**config.mk**
```make
export PLATFORM = sky130hd
export DESIGN_NAME = chi_test_sequencer
export DESIGN_NICKNAME = d
export VERILOG_FILES = /design/src/rtl/chi_test_sequencer.sv
export SDC_FILE = /design/constraint.sdc
export NUM_CORES = 1
export LEC_CHECK = 0
export ABC_AREA = 1
export BUFFER_PORTS_ARGS = -buffer_cell sky130_fd_sc_hd__buf_2
export CORE_ASPECT_RATIO = 2
export CORE_UTILIZATION = 45
export CTS_CLUSTER_DIAMETER = 60
export DETAILED_ROUTE_END_ITERATION = 10
export PLACE_DENSITY = 0.69
export SYNTH_ARGS = -nofsm -noshare
export SYNTH_HDL_FRONTEND = slang
export SYNTH_SLANG_ARGS = --single-unit
export TNS_END_PERCENT = 5
```
**constraint.sdc**
```tcl
create_clock -name clk -period 6 [get_ports clk]
set_clock_uncertainty 0.05 [all_clocks]
set_input_delay 0.3 -clock clk [delete_from_list [all_inputs] [get_ports clk]]
set_output_delay 0.3 -clock clk [all_outputs]
set_load 0.02 [all_outputs]
```
**src/rtl/chi_test_sequencer.sv**
```systemverilog
// Sequences one chi-squared goodness-of-fit run: kicks the chi unit, streams the
// observed bin counts from the histogram RAM to it, then grades its result against a threshold.
module chi_test_sequencer #(
    parameter int unsigned DOF     = 5,
    parameter int unsigned POPSIZE = 100,
    parameter int unsigned TIMEOUT = 1024,
    localparam int unsigned CW  = $clog2(POPSIZE) + 8,
    localparam int unsigned AW  = (DOF > 0) ? $clog2(DOF + 1) : 1
) (
    input  logic          clk,
    input  logic          rst,
    input  logic          start,
    input  logic [31:0]   threshold,
    output logic          busy,
    output logic          bin_rd_en,
    output logic [AW-1:0] bin_rd_addr,
    input  logic [CW-1:0] bin_rd_data,
    output logic          chi_calc_done,
    input  logic          chi_rd_rqst,
    output logic [CW-1:0] chi_O,
    output logic          chi_data_rdy,
    input  logic [31:0]   chi_out,
    input  logic          chi_data_vld,
    output logic          result_vld,
    output logic [31:0]   chi_result,
    output logic          pass,
    output logic          timeout_err
);
    localparam int unsigned IW = $clog2(DOF + 2);
    localparam int unsigned WW = $clog2(TIMEOUT + 1);
    localparam logic [IW-1:0] LAST_IDX = IW'(DOF);
    localparam logic [IW-1:0] END_IDX  = IW'(DOF + 1);
    localparam logic [WW-1:0] WDOG_MAX = WW'(TIMEOUT - 1);

    typedef enum logic [2:0] {
        S_IDLE, S_KICK, S_WAIT_RQ, S_FETCH, S_PRESENT, S_WAIT_VLD, S_DONE
    } state_t;

    state_t        state_q, state_d;
    logic [IW-1:0] bin_idx_q, bin_idx_d;
    logic [WW-1:0] wdog_q, wdog_d;
    logic [31:0]   thr_q, thr_d;
    logic [31:0]   baseline_q, baseline_d;
    logic          busy_q, busy_d;
    logic          bin_rd_en_q, bin_rd_en_d;
    logic [AW-1:0] bin_rd_addr_q, bin_rd_addr_d;
    logic          chi_calc_done_q, chi_calc_done_d;
    logic [CW-1:0] chi_o_q, chi_o_d;
    logic          chi_data_rdy_q, chi_data_rdy_d;
    logic          result_vld_q, result_vld_d;
    logic [31:0]   chi_result_q, chi_result_d;
    logic          pass_q, pass_d;
    logic          timeout_err_q, timeout_err_d;
    logic [31:0]   run_delta;
    logic          wdog_expired;

    // The chi unit never clears its accumulator, so the statistic is the growth since KICK.
    assign run_delta    = chi_out - baseline_q;
    assign wdog_expired = (wdog_q == WDOG_MAX);

    always_comb begin
        state_d         = state_q;
        bin_idx_d       = bin_idx_q;
        thr_d           = thr_q;
        baseline_d      = baseline_q;
        bin_rd_en_d     = 1'b0;
        bin_rd_addr_d   = bin_rd_addr_q;
        chi_calc_done_d = 1'b0;
        chi_o_d         = chi_o_q;
        chi_data_rdy_d  = 1'b0;
        result_vld_d    = 1'b0;
        chi_result_d    = chi_result_q;
        pass_d          = pass_q;
        timeout_err_d   = timeout_err_q;

        unique case (state_q)
            S_IDLE: begin
                if (start) begin
                    thr_d           = threshold;
                    timeout_err_d   = 1'b0;
                    bin_idx_d       = '0;
                    chi_calc_done_d = 1'b1;
                    state_d         = S_KICK;
                end
            end
            S_KICK: begin
                baseline_d = chi_out;
                state_d    = S_WAIT_RQ;
            end
            S_WAIT_RQ: begin
                // A final-result pulse only counts once every bin has gone out.
                if (chi_data_vld && bin_idx_q == END_IDX) begin
                    state_d = S_DONE;
                end else if (chi_rd_rqst) begin
                    if (bin_idx_q <= LAST_IDX) begin
                        bin_rd_en_d   = 1'b1;
                        bin_rd_addr_d = AW'(bin_idx_q);
                        state_d       = S_FETCH;
                    end else begin
                        state_d = S_WAIT_VLD;
                    end
                end else if (wdog_expired) begin
                    timeout_err_d = 1'b1;
                    state_d       = S_IDLE;
                end
            end
            S_FETCH: state_d = S_PRESENT;
            S_PRESENT: begin
                chi_o_d        = bin_rd_data;
                chi_data_rdy_d = 1'b1;
                bin_idx_d      = bin_idx_q + 1'b1;
                state_d        = S_WAIT_RQ;
            end
            S_WAIT_VLD: begin
                if (chi_data_vld) begin
                    state_d = S_DONE;
                end else if (wdog_expired) begin
                    timeout_err_d = 1'b1;
                    state_d       = S_IDLE;
                end
            end
            S_DONE: begin
                chi_result_d = run_delta;
                pass_d       = (run_delta <= thr_q);
                result_vld_d = 1'b1;
                state_d      = S_IDLE;
            end
            default: state_d = S_IDLE;
        endcase

        busy_d = (state_d != S_IDLE);
        if (state_d != state_q || !(state_q == S_WAIT_RQ || state_q == S_WAIT_VLD))
            wdog_d = '0;
        else
            wdog_d = wdog_q + 1'b1;
    end

    always_ff @(posedge clk or posedge rst) begin
        if (rst) begin
            state_q         <= S_IDLE;
            bin_idx_q       <= '0;
            wdog_q          <= '0;
            thr_q           <= '0;
            baseline_q      <= '0;
            busy_q          <= 1'b0;
            bin_rd_en_q     <= 1'b0;
            bin_rd_addr_q   <= '0;
            chi_calc_done_q <= 1'b0;
            chi_o_q         <= '0;
            chi_data_rdy_q  <= 1'b0;
            result_vld_q    <= 1'b0;
            chi_result_q    <= '0;
            pass_q          <= 1'b0;
            timeout_err_q   <= 1'b0;
        end else begin
            state_q         <= state_d;
            bin_idx_q       <= bin_idx_d;
            wdog_q          <= wdog_d;
            thr_q           <= thr_d;
            baseline_q      <= baseline_d;
            busy_q          <= busy_d;
            bin_rd_en_q     <= bin_rd_en_d;
            bin_rd_addr_q   <= bin_rd_addr_d;
            chi_calc_done_q <= chi_calc_done_d;
            chi_o_q         <= chi_o_d;
            chi_data_rdy_q  <= chi_data_rdy_d;
            result_vld_q    <= result_vld_d;
            chi_result_q    <= chi_result_d;
            pass_q          <= pass_d;
            timeout_err_q   <= timeout_err_d;
        end
    end

    assign busy          = busy_q;
    assign bin_rd_en     = bin_rd_en_q;
    assign bin_rd_addr   = bin_rd_addr_q;
    assign chi_calc_done = chi_calc_done_q;
    assign chi_O         = chi_o_q;
    assign chi_data_rdy  = chi_data_rdy_q;
    assign result_vld    = result_vld_q;
    assign chi_result    = chi_result_q;
    assign pass          = pass_q;
    assign timeout_err   = timeout_err_q;
endmodule
```
# Word-level counts from Yosys, hierarchy flattened

Index checks and enable logic that the tools add are counted.

Bits in registers: 138
Logic and storage cells: 71

Add/subtract/negate cells: 3
Order comparisons: 2
Eq/ne operators: 13
Multiplexer cells: 24
Bitwise logic cells: 1
Reduce and logical (&&, ||, !) cells: 13

Operators by type and width:

| kind                  | count |
|---|---|
| $le 32x32->1          | 1 |
| $sub 32x32->32        | 1 |
| $mux 3                | 7 |
| $pmux 3 s5            | 1 |
| $mux 1                | 13 |
| $eq 3x3->1 const B    | 4 |
| $add 11x1->11 const B | 1 |
| $eq 11x10->1 const B  | 1 |
| $mux 11               | 1 |
| $ne 2x2->1 const B    | 4 |
| $eq 3x2->1 const B    | 2 |
| $pmux 3 s2            | 1 |
| $reduce_bool 3->1     | 2 |
| $reduce_and 5->1      | 1 |
| $reduce_and 2->1      | 2 |
| $reduce_and 4->1      | 1 |
| $add 3x1->3 const B   | 1 |
| $eq 3x1->1 const B    | 1 |
| $le 3x3->1 const B    | 1 |
| $logic_not 3->1       | 1 |
| $ne 3x3->1            | 1 |
| $pmux 1 s3            | 1 |
| $logic_or 1x1->1      | 2 |
| $reduce_bool 2->1     | 1 |
| 4 further kinds       | 4 |

# Longest topological paths before layout

Depth in word-level cells: 8
Gate-level depth with buffers: 22
Mapped depth without buffers: 22

# Worst setup path before layout

No wires, ideal clock.

Kind: flip-flop to flip-flop
Start: register baseline_q[0]
End: register pass_q (netlist: pass)
Library setup time: 129 ps
Arrival: 2522 ps
Setup slack: 3299 ps
Stages on the path, launching flop included: 22
Clock period less this slack: 2701 ps
Cells stage by stage: dfrtp_1 ha_1 fa_1 inv_1 nand3_1 nand2_1 nand2_1 nand2_1 nand2_1 nand2_1 nand2_1 nand2_1 nand2_1 and2_1 ha_1 nand2_1 nor2_1 nand2_1 nor2_1 nand2_1 nand2_1 a21boi_0

Word-level cells in the longest chain between the ends: 2

RTL lines:

| item                    | line | RTL |
|---|---|---|
| start, declared         | 43   | `logic [31:0] baseline_q, baseline_d;` |
| start signal, assigned  | 160  | `baseline_q <= baseline_d;` |
| $sub 32x32->32          | 58   | `assign run_delta = chi_out - baseline_q;` |
| named net run_delta[28] | 54   | `logic [31:0] run_delta;` |
| $le 32x32->1            | 124  | `pass_d = (run_delta <= thr_q);` |
| end signal, assigned    | 169  | `pass_q <= pass_d;` |
| end, declared           | 52   | `logic pass_q, pass_d;` |

The timed path passes the listed nets, and every way through them passes these cells.
A chain may end at the register's enable or synchronous reset.

# Worst setup path after layout

Same ends and word-level chain as after synthesis.

==> impl_results.md <==
- Initial antenna violation count: 0
- CTS tree: built
- Average footprint of a synthesized cell: 7.11 um2
- Largest family of logic cells by synthesized area: simple AND/OR/NAND/NOR gates
- Final-stage net count: 1521
- Clock buffer depth: 2
- Status: complete, no violations
- Simple-gate share of the synthesized area: 30.0%
- Syn Nets: 1380
- Minimum clock period after layout: 3.12 ns
- Non-filler cells, final: 1637
- Mapped cell area: 8730 um2
- Cell Pwr Density: 584 nW/um2
- Internal power: around 3.1 mW
- I/O Buffers: 140
- Footprint of the multi-input gates: 4380 um2
- Synth warn: 0
- Worst Path Arrival: 3.42 ns
- DP Worst Slack: approximately 2.8 ns
- Post-synth EDFFs: 0
- Hold_ws: 0.0190 ns
- Worst-path fanout max: 3
- Total setup buffers inserted after CTS: 0
- Root buffer cell: clkbuf_16
- CTS H-tree lvls: 4
- Synth Area in Compound Gates: 7.68%
- Row Count: between 70 and 80
- Via-per-instance ratio: between 4 and 5
- Post-cts sizing count: 0
- Routed Antenna Nets: 0
- Final hold viol count: 0
- Total gr overflow: 0
- Starting Density: 46.2%
- Slew headroom: between 50% and 60%
- Placed instance count: between 1500 and 2000
- PnR worst setup slack: about 2.9 ns
- Reg clk slew, reported paths: 0.06 ns
- RSZ-0062 raised after global routing: no
- Sequential share of power: roughly 25%
- Post-Synth Adder-Cell Area: ~9.8%
- Max_cap viols: 0
- Net Sw Power: slightly below 3 mW
- Unique cell type count in the Yosys netlist: 38
- Combinational power share: between 50 and 60%
- Fmax: 320 MHz
- Maximum VDD drop: 321 uV
- Synth Area in XOR/XNOR: 2.51%
- Core Footprint: 18900 um2
- Initial DRT Pass Iterations: 5
- Pin count of the biggest net entering global routing: 83
- Clock share of power: 17.3%
- Total CTS buffers: 17
- Worst skew pair latency: 0.43 ns
- Mux cell area share after synthesis: 0.129%
- Fillers: 1901
- Setup Crit Path Kind: reg -> reg
- Slew @ Worst Pin: between 0.7 and 0.8 ns
- DR vias: 8001
- Async S/R FF share, synth: 100%
- Crit. End Element: flip-flop
- Post-synthesis register bit count: approximately 140
- Register Area: 3450 um2
- Ys flop type: dfrtp_1
- CP Launch Type: flip-flop
- Die extent in x: between 100 and 150 um
- Gr usage total: 26.0%
- Hold Crit Class: in -> reg
- Core Util, Final: 54.4%
- Die area: 20000 um2
- I/O pin cnt: ~140
- Seq/Total Area, Yosys: 39.5%
- Area Growth Syn to Fin: 17.8%
- Final Max Slew Viols: 0
- CTS Sinks: 138
- Sw Ratio: 48.0%
- 1st-iter DRT viols: 299
- Detailed Route WL: 24300 um
- Routed len/inst: ~15 um
- Drt drc: 0
- GP Congestion: 1.02
- First-pass GRT wire length: 38700 um
- Setup TNS: 0 ns
- Hpwl dp: 19800 um
- Layout cells sized above 1: 14.9%
- Setup violators final: 0
- Leakage: between 5 and 6 nW
- Vias in the first global route: 7984
- Critical path required time: 6.30 ns
- Period utilisation layout: 52.1%
- Post-Syn Instances: 1228
- Ant. Diodes: 0
- Die Y: 199 um
## through the flow
step | cell area (um2) | power, mW
floorplan | 8730 | 3.94
global placement | 9690 | 4.93
detailed placement | 9690 | 4.99
CTS | 10300 | 6.06
global route | 10300 | 6.57
finish | 10300 | 6.01
## placed cells by master, fill, tap and decap left out, drive strengths merged, types with 7 or more instances in the layout
| cell | count |
|---|---|
| a21oi | 68 |
| and2 | 17 |
| buf | 145 |
| clkbuf | 20 |
| dfrtp | 138 |
| ha | 67 |
| inv | 214 |
| nand2 | 432 |
| nand3 | 51 |
| nand3b | 7 |
| nand4 | 7 |
| nor2 | 101 |
| nor3 | 13 |
| o21ai | 50 |
| xor2 | 20 |
## path summary, 6_finish.rpt
path,startpoint,end,slack (ns),depth (start not counted)
max,baseline_q[0]$_DFFE_PP0N_,pass$_DFFE_PP0P_,2.88,21
min,bin_rd_data[10],chi_O[10]$_DFFE_PP0P_,0.02,3
max reg2reg,baseline_q[0]$_DFFE_PP0N_,pass$_DFFE_PP0P_,2.88,21
min reg2reg,chi_result[2]$_DFFE_PP0P_,chi_result[2]$_DFFE_PP0P_,0.42,2
max in group asynchronous,rst,baseline_q[30]$_DFFE_PP0N_,4.16,4
min in group asynchronous,rst,busy$_DFF_PP0_,0.51,3
## cell usage after synthesis (2+ instances only)
| library cell | number | area share [%] |
|---|---|---|
| a21oi_1 | 68 | 3.9 |
| inv_1 | 202 | 8.7 |
| nand2_1 | 431 | 19 |
| and2_1 | 17 | 1.2 |
| ha_1 | 67 | 9.6 |
| nand3b_1 | 7 | 0.60 |
| xor2_1 | 20 | 2.0 |
| buf_1 | 3 | 0.13 |
| nor4_1 | 2 | 0.14 |
| nor3_1 | 12 | 0.69 |
| buf_2 | 9 | 0.52 |
| o22ai_1 | 2 | 0.14 |
| nor2_1 | 89 | 3.8 |
| dfrtp_1 | 138 | 40 |
| inv_2 | 9 | 0.39 |
| o21ai_0 | 49 | 2.8 |
| nand3_2 | 5 | 0.57 |
| o21a_1 | 2 | 0.17 |
| xnor2_1 | 5 | 0.50 |
| nor2_2 | 11 | 0.79 |
| o21bai_1 | 3 | 0.26 |
| nand3_1 | 46 | 2.6 |
| nand4_1 | 7 | 0.50 |
| clkbuf_1 | 10 | 0.43 |
## layer usage
metal	GRT usage [%]	share of wire [%]	up-vias
met4	23.7	9.7	0
li1	-	-	4066
met2	47.4	52	230
met3	4.22	3.6	109
met5	0	0	-
met1	24.0	35	3596
## power by group through the flow
stage | clock network (mW) | logic (mW) | registers [mW]
finish | 1.04 | 3.45 | 1.52
global route | 1.10 | 3.91 | 1.57
CTS | 1.06 | 3.48 | 1.52
detailed placement | 0 | 3.46 | 1.53
global placement | 0 | 3.41 | 1.52
floorplan | 0 | 2.21 | 1.73
## cell type report
class                      instances  area share [%]
multi-input combinational        855            42.6
sequential                       138            33.6
inverter                         211            7.75
timing repair buffer             146            7.27
clock buffer                      20            4.34
tap                              255            3.10
clock inverter                    12            1.36
## cells by family (layout without fill, tap and decap cells)
group	Yosys count	after routing
adder cells (fa/ha/maj)	68	68
XOR/XNOR	25	25
multiplexers	1	1
AND/OR/NAND/NOR	632	632
AO/OA/AOI/OAI	129	129
flip-flops	138	138
buffers and inverters	235	389
## sequential cells by signal (all words and copies together), names as in the netlist, 3 cells and up
name and count:
bin_idx_q 3, thr_q 32, wdog_q 11, state_q 3
chi_result 32, bin_rd_addr 3, baseline_q 32, chi_O 15
## repair_timing
action | CTS | global route
hold buffers | 1 | 0
endpoints found under the setup margin | 0 | 0
endpoints found under the hold margin | 33 | 0
## worst max-delay path, stage by stage (launching register included)
cell and delay, ns:
dfrtp_1 0.38, ha_1 0.22, fa_1 0.41, inv_1 0.10, nand3_1 0.06, nand2_1 0.14, nand2_1 0.06, nand2_1 0.11
nand2_1 0.07, nand2_1 0.13, nand2_1 0.10, nand2_1 0.07, nand2_1 0.14, and2_1 0.19, ha_1 0.17, a21oi_1 0.11
o21ai_0 0.08, nand2_1 0.06, nand2_1 0.05, a21oi_1 0.13, nand2_1 0.07, a21boi_0 0.14
(Power assumes the default switching activity.)
